### config.mk
export PLATFORM = sky130hd
export DESIGN_NAME = phased_xform_rf
export DESIGN_NICKNAME = d
export VERILOG_FILES = /design/src/rtl/phased_xform_rf.sv
export SDC_FILE = /design/constraint.sdc
export NUM_CORES = 1
export LEC_CHECK = 0
export ABC_CLOCK_PERIOD_IN_PS = 11300
export BUFFER_PORTS_ARGS = -buffer_cell sky130_fd_sc_hd__clkbuf_2
export CELL_PAD_IN_SITES_DETAIL_PLACEMENT = 2
export CELL_PAD_IN_SITES_GLOBAL_PLACEMENT = 2
export CORE_UTILIZATION = 30
export CTS_CLUSTER_DIAMETER = 120
export DETAILED_ROUTE_END_ITERATION = 8
export MAX_ROUTING_LAYER = met4
export PLACE_DENSITY = 0.79
export SETUP_SLACK_MARGIN = 0.1
export SLEW_MARGIN = 20
export SYNTH_ARGS = -nofsm -noshare
export SYNTH_HDL_FRONTEND = slang
export SYNTH_SLANG_ARGS = --single-unit
### constraint.sdc
create_clock -name clk -period 11.3 [get_ports clk]
set_input_delay 2.26 -clock clk [delete_from_list [all_inputs] [get_ports clk]]
set_output_delay 2.26 -clock clk [all_outputs]
set_load 0.02 [all_outputs]
### src/rtl/phased_xform_rf.sv
// Register file that transforms accepted beats by a counter-derived phase.
// Each beat is written one edge after acceptance; reads are registered and return pre-write data.
module phased_xform_rf #(
  parameter int WIDTH = 32,
  parameter int DEPTH = 4,
  parameter int CNT_W = 8,
  parameter int MOD_K = 5
) (
  input  logic                       clk,
  input  logic                       reset,
  input  logic                       in_valid,
  input  logic [WIDTH-1:0]           in,
  input  logic [$clog2(DEPTH)-1:0]   rd_addr,
  output logic [WIDTH-1:0]           rd_data,
  output logic [WIDTH-1:0]           out,
  output logic                       out_valid,
  output logic [1:0]                 phase,
  output logic [CNT_W-1:0]           cnt_o
);

  localparam int AW = $clog2(DEPTH);
  localparam logic [WIDTH-1:0] MOD_KW = WIDTH'(MOD_K);

  localparam logic [1:0] PH_0 = 2'd0;
  localparam logic [1:0] PH_1 = 2'd1;
  localparam logic [1:0] PH_2 = 2'd2;
  localparam logic [1:0] PH_3 = 2'd3;

  logic [AW-1:0]    r_wptr;
  logic [CNT_W-1:0] r_cnt;

  logic             r_cap_valid;
  logic [WIDTH-1:0] r_cap_data;
  logic [AW-1:0]    r_cap_slot;
  logic [1:0]       r_cap_ph;

  logic [WIDTH-1:0] r_out;
  logic             r_out_valid;
  logic [1:0]       r_phase;
  logic [WIDTH-1:0] r_rd_data;
  logic [WIDTH-1:0] r_mem [DEPTH];

  logic [1:0]       w_cnt_top;
  logic [1:0]       w_phase;
  logic [WIDTH-1:0] w_result;

  // The top two counter bits split the non-zero range into the P1/P2/P3 bands.
  assign w_cnt_top = r_cnt[CNT_W-1 -: 2];

  always_comb begin
    w_phase = PH_3;
    if (r_cnt == '0) begin
      w_phase = PH_0;
    end else if (!w_cnt_top[1]) begin
      w_phase = PH_1;
    end else if (w_cnt_top == 2'b10) begin
      w_phase = PH_2;
    end
  end

  always_comb begin
    w_result = '0;
    case (r_cap_ph)
      PH_0:    w_result = r_cap_data % MOD_KW;
      PH_1:    w_result = r_cap_data >> 1;
      PH_2:    w_result = r_cap_data >> 2;
      default: w_result = '0;
    endcase
  end

  always_ff @(posedge clk) begin
    if (reset) begin
      r_wptr      <= '0;
      r_cnt       <= '0;
      r_cap_valid <= 1'b0;
      r_cap_data  <= '0;
      r_cap_slot  <= '0;
      r_cap_ph    <= PH_0;
      r_out       <= '0;
      r_out_valid <= 1'b0;
      r_phase     <= PH_0;
    end else begin
      r_cap_valid <= in_valid;
      if (in_valid) begin
        r_cap_data <= in;
        r_cap_slot <= r_wptr;
        r_cap_ph   <= w_phase;
        r_wptr     <= r_wptr + AW'(1);
        r_cnt      <= r_cnt + CNT_W'(1);
      end
      r_out_valid <= r_cap_valid;
      if (r_cap_valid) begin
        r_out   <= w_result;
        r_phase <= r_cap_ph;
      end
    end
  end

  // Non-blocking read of the old array contents gives read-before-write on a shared slot.
  always_ff @(posedge clk) begin
    if (reset) begin
      r_rd_data <= '0;
      for (int i = 0; i < DEPTH; i++) begin
        r_mem[i] <= '0;
      end
    end else begin
      r_rd_data <= r_mem[rd_addr];
      if (r_cap_valid) begin
        r_mem[r_cap_slot] <= w_result;
      end
    end
  end

  assign rd_data   = r_rd_data;
  assign out       = r_out;
  assign out_valid = r_out_valid;
  assign phase     = r_phase;
  assign cnt_o     = r_cnt;

endmodule
# Word level (Yosys, flattened, before mapping)
# Memory sizes are Yosys's and may differ from the RTL's. A register that Yosys moved wholly into a read port is not among the register bits.
# Index checks and enable logic that the tools add are counted.
[totals] output_inout_bits=75 mem_count=1 elab_cells=31 mem_bits_rw=128 inputBits=37 register_bits=82
[op_classes] eq_ne=3 n_div=1 n_reduce_logical=3 muxes=12 n_addsub=2
[memory_table] memory="r_mem" depth=4 word_bits=32 read_ports=1 rd_clocked_by_memory_dff=1 write_ports=4 line="41" rtl="logic [WIDTH-1:0] r_mem [DEPTH];"
[op_table] cell="$pmux 32 s3" n=1
[op_table] cell="$mod 32x3->32 const B" n=1
[op_table] cell="$mux 32" n=1
[op_table] cell="$reduce_or 32->1" n=1
[op_table] cell="$add 8x1->8 const B" n=1
[op_table] cell="$logic_not 8->1" n=1
[op_table] cell="$mux 1" n=7
[op_table] cell="$mux 2" n=3
[op_table] cell="$eq 2x2->1 const B" n=2
[op_table] cell="$add 2x1->2 const B" n=1
[op_table] cell="$eq 2x1->1 const B" n=1
[op_table] cell="$logic_not 2->1" n=1

# Logic depth before layout (Yosys ltp)
# Gate-level depths: netlist (run 1).
[depth] ltp_word=5 mapped_depth=51

# Worst setup path after synthesis (run 1)
# OpenSTA, ideal clock, no wires.
[synth_timing] kind="reg2reg" startpoint="reg r_cap_data[27]" endpoint="mem r_mem[1][11], data pin" path_buffers=8 t_arrival_ns=10.774 stages_incl_launch_ff=50 setup_slack_ns=0.261 setup_ns=0.265 cell_sequence="dfxtp_1 -> buf_4 -> nor3b_1 -> a211oi_1 -> o21ai_1 -> and3_1 -> buf_2 -> o311a_1 -> o21a_1 -> buf_6 -> xnor2_1 -> mux2_4 -> o22ai_2 -> a2111oi_1 -> or4_1 -> clkbuf_1 -> or4b_4 -> o221ai_2 -> [... 14 more ...] -> o32a_1 -> o2111a_1 -> and2_1 -> nor4b_4 -> nand3_2 -> o311ai_1 -> or2_1 -> inv_1 -> ha_1 -> and3_1 -> a2111oi_2 -> o211ai_2 -> o221ai_1 -> or2_1 -> buf_2 -> a21oi_1 -> o21ai_1 -> nor2_1"
[synth_rtl] item="start, declared" line="33" rtl="logic [WIDTH-1:0] r_cap_data;"
[synth_rtl] item="start signal, assigned" line="85" rtl="r_cap_data <= in;"
[synth_rtl] item="end, declared" line="41"

==> flow_summary.toml, run 1 <==
[place]
dp_cells = 2299
hpwl_mm = 36.4
dp_slack_ns = -0.667
finalWeightedCongestion = 0.861
io_buffers = 111

[layout]
finalNonFillerCells = 2396
n_antenna_cell = 0
syn2layout_area_growth_pct = 34.9
drive_above_1_share_pct = 36.4
nets = 1815

[power]
switching_power_mw = 2.46
clockPowerShare_pct = 16.9
p_int_mw = 3.16
combPwrFrac_pct = 63.5
irDropWorstVdd_uv = 200
power.density_nw_per_um2 = 302
seq_power_share_pct = 19.5
p_sw_share_pct = 43.7
p_leak_nw = 7.48

[synth]
avgSynthCellArea_um2 = 9.35
synth_cells = 1478
synth_edf_count = 128
synth_cell_types = 106
ys_ff_latch = 242
syn_nets = 1519
yosysWarnings = 0
synthesis.area_um2 = 13800
synth_ff_type = "edfxtp_1"
yosysSeqAreaShare_pct = 44.3
synthArstFlopShare_pct = 0

[sta]
maxClockFrequency_ghz = 0.0856
hold_viol_final = 0
fin_crit_sh_pct = 103
fin_skew_ns = 0.0172
rsz0062_at_grt = "yes"
maxSlewViolCount = 0
min_period_ns = 11.69
finalSetupViolCount = 150
whs_ns = 0.447
tightestPinTransition_ns = 1.06
setup_ws_ns = -0.387
slew_headroom_pct = 28.6

[routing]
ant_nets = 0
wl_mm = 57.9
viasPerCell = 5.56
wl_per_cell_um = 24.1
drtIter0Drc = 812
first_pass_iters = 5
drcViolationCount = 0
via_count = 13300

[floorplan]
core_region_area_um2 = 45400
rows = 78
die_h_um = 217
dieArea_um2 = 46900
io_pins = 112
die_width_um = 217
start_util_pct = 30.4

[cts]
clk_latency_ns = 0.57
cts-root-buf = "clkbuf_16"
cts_hold_buf = 0
cts_max_path_buffers = 3
cts_tree = "done"
numCtsBuffers = 29
clkSinkCount = 242
htree_levels = 1
path_clk_slew_ns = 0.06

[critical_path]
arrival_ns = 11.97
start_kind = "flop"
cp_slowest_cell = "o31ai_1"
crit_required_ns = 11.58
end_kind = "flop"
worstPathMaxFanout = 8
crit_top_cell = "buf_4"
max_stage_delay_ns = 0.57
worstSetupPathType = "flop to flop"

[status]
violations = "setup timing"
status = "complete, but fails checks"

[grt]
grt_start_max_net_pins = 61
grt_pass1_wl_mm = 82.8
grt_pass1_vias = 14300
grt_overflow = 0
grt_antenna_before_repair = 0
grtUsageTotal_pct = 22.8

[job]
max-cap-violations = 0

[hold_path]
hold_path_class = "flop to flop"
critical path, delay by kind of cell (launching register included):
family,cells,cell delay (ns)
multiplexers,2,0.45
buffers and inverters,13,2.02
adder cells (fa/ha/maj),1,0.17
flip-flops,1,0.37
AND/OR/NAND/NOR,12,2.45
AO/OA/AOI/OAI,22,5.88
kinds of logic (layout without fill, tap and decap cells):
| kind of cell | Yosys count | count (layout) | share of synthesized area (%) |
|---|---|---|---|
| compound gates | 347 | 347 | 18.5 |
| xor+xnor | 16 | 16 | 1.01 |
| fa+ha+maj | 4 | 4 | 0.362 |
| buf+inv | 166 | 484 | 4.76 |
| flops | 242 | 242 | 44.3 |
| mux | 84 | 84 | 9.07 |
| simple gates | 619 | 619 | 22.0 |
Yosys cell counts, types with 9 or more instances:
cell       count  area (µm²)
a211oi_1      13        97.6
a21o_1        10        75.1
a21oi_1       74         370
a31oi_1       13        81.3
and2_1        28         175
and3_1        16         100
buf_1         10        37.5
buf_2         12        60.1
clkbuf_1      77         289
dfxtp_1      114        2280
edfxtp_1     128        3840
inv_1         52         195
mux2i_1       46         460
mux4_2        32         721
nand2_1      154         578
nand2b_1      18         113
nand3_1       41         205
nand4_1       18         113
nor2_1       196         736
nor2b_1       42         263
nor3_1        34         170
nor4_1        10        62.6
o2111ai_1      9        78.8
o211ai_1      17         128
o21ai_0       42         210
o21ai_1       18        90.1
o21ai_2       12         105
or3_1         13        81.3
xor2_1        10        87.6
power groups by stage:
stage	clock (mW)	combinational, mW	sequential [mW]
after floorplan	0	1.48	1.13
after global placement	0	2.51	1.10
after detailed placement	0	2.63	1.11
after CTS	0.973	2.90	1.10
after global routing	1.00	3.75	1.11
final	0.952	3.57	1.10
layout by cell type, fill, tap and decap left out, types with 10 or more instances in the layout:
cell type / count
inv_1: 51
nand4_1: 18
nor2_1: 177
nor3_1: 23
nand2b_1: 18
buf_4: 237
a21oi_2: 13
nand2_1: 152
o21ai_1: 21
o21ai_0: 34
dfxtp_1: 109
nand3_1: 38
nor2_2: 16
nor2b_1: 40
o211ai_1: 17
or3_1: 10
clkbuf_16: 33
o21ai_2: 16
mux4_2: 32
and3_1: 12
edfxtp_1: 128
mux2i_1: 43
a31oi_1: 10
buf_6: 17
and2_1: 26
clkbuf_2: 110
a211oi_1: 11
a21oi_1: 60
final timing paths:
kind             endpoint  depth (start not counted)  slack, ns            from
max          r_mem[0][22]                         50      -0.39  r_cap_data[27]
min               out[17]                          2       0.45         out[17]
max reg2reg  r_mem[0][22]                         50      -0.39  r_cap_data[27]
min reg2reg       out[17]                          2       0.45         out[17]
per-layer routing:
metal | share of wire [%] | vias up | GRT usage [%]
met2 | 51 | 317 | 39.7
met3 | 3.8 | 115 | 2.78
met1 | 42 | 6858 | 27.6
met5 | 0 | - | -
met4 | 3.0 | 0 | 6.69
li1 | - | 6027 | -
cell type report:
cell class / count / area [µm²]
flip-flops and latches: 242 / 6130
well taps: 600 / 751
inverters: 63 / 239
repair buffers: 368 / 2600
multi-input cells: 1070 / 7940
clock inverters: 12 / 95.1
clock buffers: 41 / 875
fillers: 4798 / 26700
sequential cells by signal, summed over array words and instances, names as in the netlist, 2 cells and up:
register and cells:
r_wptr 2, r_cap_ph 2, r_mem 128, r_cap_slot 2, rd_data 32, r_cap_data 32
out 32, cnt_o 8, phase 2
through the flow:
step / area (µm²) / TNS, ns / power, mW / utilization, %
2_1_floorplan: 13800 / 0 / 2.61 / -
3_3_place_gp: 16300 / -0.596 / 3.61 / 36.0
3_5_place_dp: 16300 / -78.70 / 3.74 / 36.0
4_1_cts: 17800 / 0 / 4.97 / 39.2
5_1_grt: 18600 / -95.37 / 5.86 / 41.1
6_report: 18600 / -37.12 / 5.62 / 41.1
repair_timing:
action / in CTS / in global routing
pin swaps: 28 / 80
cloned: 0 / 1
endpoints found under the setup margin: 160 / 160
buffers inserted: 18 / 25
resized for setup: 84 / 130
Power figures use the tool's default switching activity.
==> run 2, diff against run 1 <==
BUFFER_PORTS_ARGS = not set   (was -buffer_cell sky130_fd_sc_hd__clkbuf_2)
DONT_BUFFER_PORTS = 1   (was not set)
GPL_TIMING_DRIVEN = 0   (was not set)
PLACE_DENSITY = 0.75   (was 0.79)
==> run 2 against run 1 <==
The flow still finishes with violations (setup timing); power is 6.6% higher; critical path depth stayed put; non-clock buffer count is 109 lower; sequential cell count stayed put; global-route usage is 1.1 points higher; sequential share of layout area is 0.20 points lower; final cell count is 4.3% lower; core utilization is 0.30 points higher; clock skew is 0.021 ns higher; design area is 0.73% higher; largest power group unchanged.
==> flow_summary.toml, run 2 (synthesis gave the netlist of run 1 again) <==
[grt]
grt_overflow = 0
grtUsageMet1_pct = 27.9
grtUsageTotal_pct = 23.9
grt_start_max_net_pins = 33
use_met3_pct = 3.13
grt_pass1_vias = 14000
grt_antenna_before_repair = 2
grt_use_met2_pct = 42.4
grt_pass1_wl_mm = 85.1
top_usage_layer = "met2"

[cts]
cts_max_path_buffers = 3
path_clk_slew_ns = 0.07
cts-root-buf = "clkbuf_16"
cts_tree = "done"
htree_levels = 1
numCtsBuffers = 30
clk_latency_ns = 0.60
cts_hold_buf = 0
clkSinkCount = 242

[sta]
slew_headroom_pct = 24.0
tightestPinTransition_ns = 1.14
fin_skew_ns = 0.0383
setup_ws_ns = -0.470
whs_ns = 0.547
rsz0062_at_grt = "yes"
min_period_ns = 11.77
maxSlewViolCount = 0
hold_viol_final = 0
maxClockFrequency_ghz = 0.0850
finalSetupViolCount = 158
fin_crit_sh_pct = 104

[place]
io_buffers = 0
hpwl_mm = 36.6
finalWeightedCongestion = 0.874

[floorplan]
die_width_um = 217
rows = 78
dieArea_um2 = 46900
die_h_um = 217
start_util_pct = 30.4
core_region_area_um2 = 45400
io_pins = 112

[layout]
final_common_cell = "nor2_1"
syn2layout_area_growth_pct = 35.9
nets = 1708
drive_above_1_share_pct = 33.6
top_register = "r_mem"
mostFrequentLayoutCells = "nor2_1 (157), nand2_1 (148), buf_4 (128), edfxtp_1 (128), dfxtp_1 (109)"
largest_reg_flops = 128
fill_cells = 4756

[power]
p_int_mw = 3.30
seq_power_share_pct = 19.2
switching_power_mw = 2.69
p_leak_nw = 6.88
irDropWorstVdd_uv = 196
clockPowerShare_pct = 16.6
power.density_nw_per_um2 = 319
p_sw_share_pct = 44.9
combPwrFrac_pct = 64.2
finalPower_mw = 5.99

[routing]
first_pass_iters = 5
ant_nets = 0
wl_per_cell_um = 26.9
wl_mm = 61.6
via_count = 13200
viasPerCell = 5.77
drcViolationCount = 0
drtIter0Drc = 867

[job]
max-cap-violations = 0

[critical_path]
cp_slowest_cell = "or4_4"
end_kind = "flop"
start_kind = "flop"
max_stage_delay_ns = 0.52
worstPathMaxFanout = 8
crit_top_cell = "buf_8"
worstSetupPathType = "flop to flop"
crit_required_ns = 11.58
arrival_ns = 12.05

[status]
status = "complete, but fails checks"
violations = "setup timing"

[hold_path]
hold_path_class = "flop to flop"
-- run 2: area by class of cell --
| class | instances | area [µm²] | share of cell area, % |
|---|---|---|---|
| multi-input combinational | 1071 | 8710 | 46.4 |
| sequential | 242 | 6140 | 32.7 |
| timing repair buffer | 158 | 1410 | 7.49 |
| clock buffer | 41 | 853 | 4.55 |
| tap | 600 | 751 | 4.00 |
| buffer | 101 | 513 | 2.73 |
| inverter | 63 | 239 | 1.27 |
| clock inverter | 15 | 149 | 0.793 |
| antenna | 2 | 5.00 | 0.0267 |
-- run 2: worst paths after layout --
path / cells after the start / startpoint / slack (ns) / endpoint
max: 50 / r_cap_data[31] / -0.47 / r_mem[2][10]
min: 2 / out[31] / 0.55 / out[31]
max reg2reg: 50 / r_cap_data[31] / -0.47 / r_mem[2][10]
min reg2reg: 2 / out[31] / 0.55 / out[31]
-- run 2: per-layer routing --
metal / share of wire (%) / routed length (µm)
met1: 41 / 25100
met2: 51 / 31600
met3: 4.3 / 2620
met4: 3.6 / 2210
met5: 0 / 0
-- run 2: power by group through the flow --
stage	Clock [mW]	Sequential, mW	Combinational [mW]
2_1_floorplan	0	1.13	1.48
5_1_grt	1.05	1.16	4.01
6_report	0.998	1.15	3.85
3_5_place_dp	0	1.16	1.98
3_3_place_gp	0	1.16	1.91
4_1_cts	1.00	1.15	2.96
-- run 2: worst max-delay path: cells and delay by family (launching register included) --
kind                     cells  cell delay, ns
adder cells (fa/ha/maj)      1            0.17
AO/OA/AOI/OAI               19            3.98
multiplexers                 1            0.34
buffers and inverters       10            1.44
AND/OR/NAND/NOR             18            4.89
XOR/XNOR                     1            0.16
flip-flops                   1            0.39
-- run 2: stage by stage --
stage | TNS (ns) | cells | instance area, µm² | setup slack (ns) | utilization, %
3_5_place_dp | -417.35 | 2081 | 14600 | -2.98 | 32.2
5_1_grt | -111.05 | 2293 | 18800 | -0.870 | 41.4
6_report | -45.37 | 2293 | 18800 | -0.470 | 41.4
2_1_floorplan | 0 | 1478 | 13800 | 0.261 | -
3_3_place_gp | -388.57 | 2078 | 14600 | -2.77 | 32.1
4_1_cts | 0 | 2234 | 17500 | 0.0671 | 38.5
-- run 2: repair_timing --
action | in CTS | in global routing
pin swaps | 108 | 124
setup buffers | 94 | 57
resized for setup | 228 | 195
gates cloned | 4 | 1
setup endpoints to repair | 160 | 160
==> run 3, diff against run 2 <==
CAP_MARGIN = 20   (was not set)
MAX_ROUTING_LAYER = not set   (was met4)
==> run 3 against run 2 <==
The run still ends with setup timing left; final cell count is 1.0% lower; clock power shrank 8.4%; via count shrank 3.1%.
==> flow_summary.toml, run 3 (synthesis gave the netlist of run 1 again) <==
[status]
status = "complete, but fails checks"
violations = "setup timing"

[floorplan]
rows = 78
dieArea_um2 = 46900
io_pins = 112
start_util_pct = 30.4
core_region_area_um2 = 45400
die_width_um = 217
die_h_um = 217

[layout]
syn2layout_area_growth_pct = 31.9
drive_above_1_share_pct = 30.6
largest_reg_flops = 128
nets = 1687
final_common_cell = "nor2_1"
stdcell_area_um2 = 18200
mostFrequentLayoutCells = "nor2_1 (163), nand2_1 (148), edfxtp_1 (128), buf_4 (112), dfxtp_1 (109)"
top_register = "r_mem"

[power]
finalPower_mw = 5.78
p_int_mw = 3.20
irDropWorstVdd_uv = 235
p_leak_nw = 6.69
p_sw_share_pct = 44.7
clockPowerShare_pct = 15.8
power.density_nw_per_um2 = 317
seq_power_share_pct = 19.8
combPwrFrac_pct = 64.4
switching_power_mw = 2.59

[place]
io_buffers = 0
hpwl_mm = 35.8
finalWeightedCongestion = 0.872
dp_slack_ns = -2.92
dpl_cell_area_um2 = 14600

[routing]
met1_length_mm = 23.1
wl_mm = 56.8
top_layer = "met4"
via_count = 12800
dr_wl_met3_mm = 2.64
viasPerCell = 5.65
wl_per_cell_um = 25.0
route.met2.wl_mm = 29.3
drcViolationCount = 0
first_pass_iters = 5
ant_nets = 0
drtIter0Drc = 658

[cts]
cts_hold_buf = 0
cts_tree = "done"
cts_max_path_buffers = 3
cts-root-buf = "clkbuf_16"
path_clk_slew_ns = 0.06
numCtsBuffers = 29
clkSinkCount = 242
clk_latency_ns = 0.57
htree_levels = 1

[critical_path]
arrival_ns = 12.16
crit_top_cell = "buf_4"
reg2reg_slack_ns = -0.44
start_kind = "flop"
max_stage_delay_ns = 0.57
end_kind = "flop"
r2r-end = "r_mem[2][4]"
cp_slowest_cell = "or4b_4"
r2r_cells = 55
worstSetupPathType = "flop to flop"
crit_required_ns = 11.72
reg2reg_from = "r_cap_data[31]"
worstPathMaxFanout = 10

[sta]
tightestPinTransition_ns = 1.18
setup_ws_ns = -0.441
whs_ns = 0.530
fin_crit_sh_pct = 104
slew_headroom_pct = 21.3
hold_viol_final = 0
fin_skew_ns = 0.0209
min_period_ns = 11.74
maxClockFrequency_ghz = 0.0852
rsz0062_at_grt = "yes"
maxSlewViolCount = 0
finalSetupViolCount = 154

[grt]
grtUsageTotal_pct = 21.9
grt_start_max_net_pins = 33
grt_pass1_vias = 13700
grt_antenna_before_repair = 2
grt_overflow = 0
grt_pass1_wl_mm = 80.9

[hold_path]
worstHoldStart = "r_wptr[0]"
hold_path_class = "flop to flop"
hold_end = "r_wptr[0]"
hold_path_depth = 2

[job]
max-cap-violations = 0
[run 3: changes by cell type in the layout (fill, tap and decap cells not counted), sizes merged]
cell      before  now
clkbuf       116  117
inv           62   61
buf          183  163
clkinvlp       3    2
o21ai         73   72
bufbuf         1    0
[run 3: worst max-delay path by stage]
| stage | start | endpoint | cells past startpoint |
|---|---|---|---|
| 3_3_place_gp | r_cap_data[31] | r_mem[0][11] | 44 |
| 2_1_floorplan | r_cap_data[27] | r_mem[1][11] | 49 |
| 4_1_cts | r_cap_data[31] | r_mem[0][20] | 47 |
| 5_1_grt | r_cap_data[31] | r_mem[2][4] | 55 |
| 3_5_place_dp | r_cap_data[31] | r_mem[3][19] | 44 |
| 6_report | r_cap_data[31] | r_mem[2][4] | 55 |
[run 3: what timing repair did]
action / in CTS / in global routing
pin swaps: 102 / 94
setup endpoints to repair: 160 / 160
setup buffers: 84 / 48
resized for setup: 195 / 168
gates cloned: 4 / 1
[run 3: power groups by stage]
stage / Combinational [mW] / Sequential, mW / Clock (mW)
final: 3.72 / 1.15 / 0.914
after global routing: 3.89 / 1.15 / 0.968
after CTS: 2.74 / 1.15 / 0.922
after detailed placement: 1.97 / 1.16 / 0
after global placement: 1.90 / 1.16 / 0
after floorplan: 1.48 / 1.13 / 0
[run 3: stage by stage]
stage               TNS [ns]  instances  util (%)
floorplan                  0       1478         -
CTS                        0       2221      37.6
global route         -110.73       2269      40.2
global placement     -360.71       2078      32.1
detailed placement   -400.11       2081      32.2
finish                -50.89       2270      40.2
[run 3: area by class of cell]
type | count | area [µm²]
plain buffers | 101 | 497
inverters | 63 | 239
clock inverters | 13 | 121
repair buffers | 139 | 1200
fillers | 4748 | 27200
flip-flops and latches | 242 | 6140
well taps | 600 | 751
diodes | 2 | 5.00
multi-input cells | 1070 | 8500
clock buffers | 40 | 777
[run 3: routing by layer]
layer | global-route usage [%] | vias up
li1 | - | 5780
met1 | 26.5 | 6602
met2 | 39.4 | 340
met3 | 3.58 | 96
met4 | 7.14 | 0
met5 | 0 | -
[run 3: worst max-delay path: cells and delay by family (launching register included)]
family | cells | cell delay (ns)
mux | 2 | 0.49
flops | 1 | 0.37
fa+ha+maj | 1 | 0.17
compound gates | 20 | 4.34
simple gates | 17 | 3.83
buf+inv | 15 | 2.37
